$ cat src/rtl/dcache_ctrl.sv
// Direct-mapped write-back/write-allocate data cache, 8 lines x 4 bytes.
// Define DCACHE_STATS_EN to build the saturating hit/miss counters.
module dcache_ctrl (
  input  logic        CLK,
  input  logic        RESET,
  input  logic        READ,
  input  logic        WRITE,
  input  logic [7:0]  ADDRESS,
  input  logic [7:0]  WRITEDATA,
  output logic [7:0]  READDATA,
  output logic        BUSYWAIT,
  output logic        MEM_READ,
  output logic        MEM_WRITE,
  output logic [5:0]  MEM_ADDRESS,
  output logic [31:0] MEM_WRITEDATA,
  input  logic [31:0] MEM_READDATA,
  input  logic        MEM_BUSYWAIT,
  output logic [15:0] HIT_COUNT,
  output logic [15:0] MISS_COUNT
);

  typedef enum logic [1:0] {
    IDLE,
    WRITEBACK,
    FETCH,
    UPDATE
  } state_t;

  state_t      state;
  state_t      state_nx;
  logic [7:0]  valid;
  logic [7:0]  dirty;
  logic [2:0]  tags [8];
  logic [31:0] data [8];
  logic [31:0] hold;
  logic        first;

  logic [2:0] tg;
  logic [2:0] idx;
  logic [1:0] off;
  logic       req;
  logic       hit;
  logic       wr_hit;
  logic       mem_done;

  assign tg       = ADDRESS[7:5];
  assign idx      = ADDRESS[4:2];
  assign off      = ADDRESS[1:0];
  assign req      = READ | WRITE;
  assign hit      = valid[idx] && (tags[idx] == tg);
  assign wr_hit   = (state == IDLE) && WRITE && hit;
  // The memory's busy flag is stale during the first cycle of a request.
  assign mem_done = ~first & ~MEM_BUSYWAIT;

  assign READDATA = (RESET && state == IDLE && READ && !WRITE && hit)
                  ? data[idx][{off, 3'b000} +: 8] : 8'h00;

  always_comb begin
    state_nx      = state;
    BUSYWAIT      = 1'b0;
    MEM_READ      = 1'b0;
    MEM_WRITE     = 1'b0;
    MEM_ADDRESS   = 6'h00;
    MEM_WRITEDATA = 32'h0;
    unique case (state)
      IDLE: begin
        if (req && !hit) begin
          BUSYWAIT = 1'b1;
          state_nx = (valid[idx] && dirty[idx]) ? WRITEBACK : FETCH;
        end
      end
      WRITEBACK: begin
        BUSYWAIT      = 1'b1;
        MEM_WRITE     = 1'b1;
        MEM_ADDRESS   = {tags[idx], idx};
        MEM_WRITEDATA = data[idx];
        if (mem_done) state_nx = FETCH;
      end
      FETCH: begin
        BUSYWAIT    = 1'b1;
        MEM_READ    = 1'b1;
        MEM_ADDRESS = {tg, idx};
        if (mem_done) state_nx = UPDATE;
      end
      UPDATE: begin
        BUSYWAIT = 1'b1;
        state_nx = IDLE;
      end
      default: state_nx = IDLE;
    endcase
    // Request lines must fall the instant reset asserts, even with a request held.
    if (!RESET) begin
      BUSYWAIT      = 1'b0;
      MEM_READ      = 1'b0;
      MEM_WRITE     = 1'b0;
      MEM_ADDRESS   = 6'h00;
      MEM_WRITEDATA = 32'h0;
    end
  end

  always_ff @(posedge CLK or negedge RESET) begin
    if (!RESET) begin
      state <= IDLE;
      first <= 1'b0;
      valid <= '0;
      dirty <= '0;
    end else begin
      state <= state_nx;
      first <= (state_nx != state);
      if (state == UPDATE) begin
        valid[idx] <= 1'b1;
        dirty[idx] <= 1'b0;
      end else if (wr_hit) begin
        dirty[idx] <= 1'b1;
      end
    end
  end

  always_ff @(posedge CLK) begin
    if (state == FETCH && mem_done) hold <= MEM_READDATA;
    if (state == UPDATE) begin
      data[idx] <= hold;
      tags[idx] <= tg;
    end else if (wr_hit) begin
      data[idx][{off, 3'b000} +: 8] <= WRITEDATA;
    end
  end

`ifdef DCACHE_STATS_EN
  logic [15:0] hit_cnt;
  logic [15:0] miss_cnt;
  logic        post_fill;

  always_ff @(posedge CLK or negedge RESET) begin
    if (!RESET) begin
      hit_cnt   <= '0;
      miss_cnt  <= '0;
      post_fill <= 1'b0;
    end else begin
      post_fill <= (state == UPDATE);
      if (state == IDLE && req && hit && !post_fill && hit_cnt != 16'hFFFF)
        hit_cnt <= hit_cnt + 16'd1;
      if (state == IDLE && state_nx != IDLE && miss_cnt != 16'hFFFF)
        miss_cnt <= miss_cnt + 16'd1;
    end
  end

  assign HIT_COUNT  = hit_cnt;
  assign MISS_COUNT = miss_cnt;
`else
  assign HIT_COUNT  = 16'h0000;
  assign MISS_COUNT = 16'h0000;
`endif

endmodule

$ cat config.mk
export PLATFORM = sky130hd
export DESIGN_NAME = dcache_ctrl
export DESIGN_NICKNAME = d
export VERILOG_FILES = /design/src/rtl/dcache_ctrl.sv
export SDC_FILE = /design/constraint.sdc
export NUM_CORES = 1
export LEC_CHECK = 0
export BUFFER_PORTS_ARGS = -buffer_cell sky130_fd_sc_hd__buf_2
export CAP_MARGIN = 10
export CORE_AREA = 3 3 170 172
export DETAILED_ROUTE_END_ITERATION = 6
export DIE_AREA = 0 0 173 175
export HOLD_SLACK_MARGIN = 0.15
export PLACE_DENSITY_LB_ADDON = 0.05
export SYNTH_ARGS = -nofsm -noshare
export SYNTH_HDL_FRONTEND = slang
export SYNTH_SLANG_ARGS = --single-unit
$ cat constraint.sdc
create_clock -name CLK -period 3.42 [get_ports CLK]
set_clock_uncertainty 0.15 [all_clocks]
set_input_delay 0.513 -clock CLK [delete_from_list [all_inputs] [get_ports CLK]]
set_output_delay 0.513 -clock CLK [all_outputs]
set_load 0.05 [all_outputs]
==> metrics.yaml <==
status: "completed"
syn_area_sq_um: 13600
worst_setup_path_end_kind: "output port"
cts_tree: "done"
grt_pass1_vias: 8543
seqCellArea_sq_um: 9840
path_max_fanout: 34
setup_viol: 0
numClockSinks: 331
synth_area_leader_cell: "edfxtp_1"
worstPathArrival_ns: 2.68
nets: 1200
fmax_mhz: 299
synth_edf_count: 312
relSlewSlack: 0.386
grt_overflow: 0
core-area_sq_um: 27600
initialDrtViolationCount: 882
cts_buffers: 36
hold_viol: 0
ys.flop_type: "edfxtp_1"
syn-instance-count: 901
ys.warnings.count: 0
grt_usage: 0.255
htree_levels: 2
rsz0062_at_grt: "no"
grt_pass1_wl_mm: 56.5
period_share: 0.977
synthArstFlopShare: 0.0574
yosysUniqueCellTypes: 44
timing_worst_setup_path_type: "primary input to output port"
finish.utilization: 0.609
cts-root-buf: "clkbuf_16"
slew_viol_final: 0
port_buffers: 101
wirelength_mm: 38.7
placed_cell_area_sq_um: 15300
routedWlPerCell_microns: 25.1
worst_slack_ns: 0.0770
cap_violations: 0
start_kind: "primary input"
yosysTopAreaCellShare: 0.688
period_minus_slack_ns: 3.34
cts_buffer_depth: 3
drive_above_1_share: 0.254
initial_core_util: 0.493
nFillCells: 2173
viasPerCell: 5.67
die-area_sq_um: 30300
ys_ff_latch: 331
worst_pin_slew_ns: 0.921
ant_nets: 0
grt_max_degree: 35
powerDensity_nw_per_um2: 608
ys_top_cells_by_area: "edfxtp_1, a22oi_1, dfrtp_1"
hold_path.class: "primary input to flip-flop"
leakagePower_nw: 6.22
die_w_microns: 173
antenna_found_initial: 1
dr_total_vias: 8729
worstPathRequired_ns: 2.76
dp_slack_ns: -0.179
globalplace.congestion: 0.846
ir_drop_mv: 0.381
path_clk_slew_ns: 0.06
io_pins: 134
clk_latency_ns: 0.51
area_growth_pct: 23.5
dpl.hpwl_mm: 25.6
rows: 61
final_area_sq_um: 16800
fp.dieH_microns: 175
multi_input_area_sq_um: 3360
syn_avg_cell_area_sq_um: 15.1
whs_ns: 0.197
diodes: 0
drc: 0
drtPass1Iterations: 5
ys_seq_area_frac: 0.723
registers in the layout, indices dropped and copies added (netlist names), named ones only:
register,flops
data,256
first,1
hold,32
state,2
tags,24
valid,8
cells in the mapped netlist, types with 2 or more instances:
master / count
nand2b_1: 5
or2_2: 9
or4_1: 2
mux2i_1: 45
nor2b_1: 3
nor3_1: 2
buf_6: 2
buf_2: 9
and3_1: 4
o21ai_0: 6
a21oi_1: 9
nor3b_1: 3
a22oi_1: 132
xnor2_1: 2
clkbuf_1: 29
and4_1: 32
and2_1: 16
buf_4: 33
nand2_2: 4
inv_1: 44
dfrtp_1: 19
mux4_2: 10
nor2_1: 85
or3_1: 2
ha_1: 10
o22ai_1: 14
edfxtp_1: 312
nand2_1: 42
placed cells by master, fill, tap and decap left out, drive strengths merged, types with 3 or more instances in the layout:
master and instances:
edfxtp 312, buf 207, a22oi 132, nor2 85, nand2 46, clkbuf 46
mux2i 45, inv 45, dlygate4sd3 33, conb 32, and4 32, dfrtp 19
and2 16, o22ai 14, clkinv 14, mux4 10, ha 10, or2 10
a21oi 9, o21ai 6, nand2b 5, and3 4, nor2b 3, nor3b 3
cells by family after synthesis:
kind of cell / share of synthesized area
AOI/OAI and AO/OA: 0.0908
adders and majority gates: 0.00919
buffers and inverters: 0.0435
muxes: 0.0496
DFF: 0.723
other: 0.000275
xor gates and xnor gates: 0.00129
and+or+nand+nor: 0.0824
power breakdown:
part           switching [mW]  internal, mW  total [mW]  leakage, nW
combinational            1.09         0.533        1.62         2.65
sequential              0.107          4.84        4.94         3.04
clock                    1.49          2.17        3.66        0.538
total                    2.68          7.54        10.2         6.22
worst max-delay path: stages:
cell and delay [ns]:
buf_2 0.21, buf_12 0.20, and3_1 0.22, buf_12 0.26
a22oi_1 0.09, and4_1 0.32, mux4_2 0.54, nor2_2 0.12
buf_6 0.17
repair_timing:
item	4_1_cts	5_1_grt
setup buffers	1	0
endpoints found under the hold margin	51	0
hold buffers	33	0
pin swaps	1	3
setup endpoints to repair	8	8
resized for setup	17	13
final cells by class:
class	count	share of cell area
well taps	378	0.0281
flip-flops and latches	331	0.585
clock inverters	17	0.00803
inverters	45	0.0100
clock buffers	46	0.0583
multi-input cells	483	0.200
repair buffers	240	0.110
routing by layer:
layer / GRT usage / vias up / part of all wire
met4: 0.0659 / 2 / 0.022
met1: 0.352 / 4366 / 0.40
met2: 0.414 / 418 / 0.48
met3: 0.0561 / 60 / 0.096
met5: 0 / - / 0.00034
li1: - / 3883 / -
per-stage QoR:
step / cells / setup TNS [ns] / power (mW)
CTS: 1540 / 0 / 10.3
global placement: 1443 / -0.743 / 6.58
floorplan: 932 / -0.351 / 6.00
global route: 1540 / 0 / 10.6
detailed placement: 1443 / -2.41 / 6.60
finish: 1540 / 0 / 10.2
worst paths after layout:
kind,to,from,slack (ns),cells past startpoint
worst max register to register,data[7][11]$_DFFE_PP_,tags[7][0]$_DFFE_PP_,0.31,10
worst min register to register,valid[2]$_DFFE_PN0P_,valid[2]$_DFFE_PN0P_,0.31,1
min in group asynchronous,state[0]$_DFF_PN0_,RESET,0.24,2
worst min-delay path,tags[5][0]$_DFFE_PP_,ADDRESS[5],0.20,1
worst max-delay path,READDATA[2],ADDRESS[2],0.08,9
max in group asynchronous,asynchronous set/reset pin,RESET,2.43,3
Note: power is estimated with default switching activity, not from simulation.
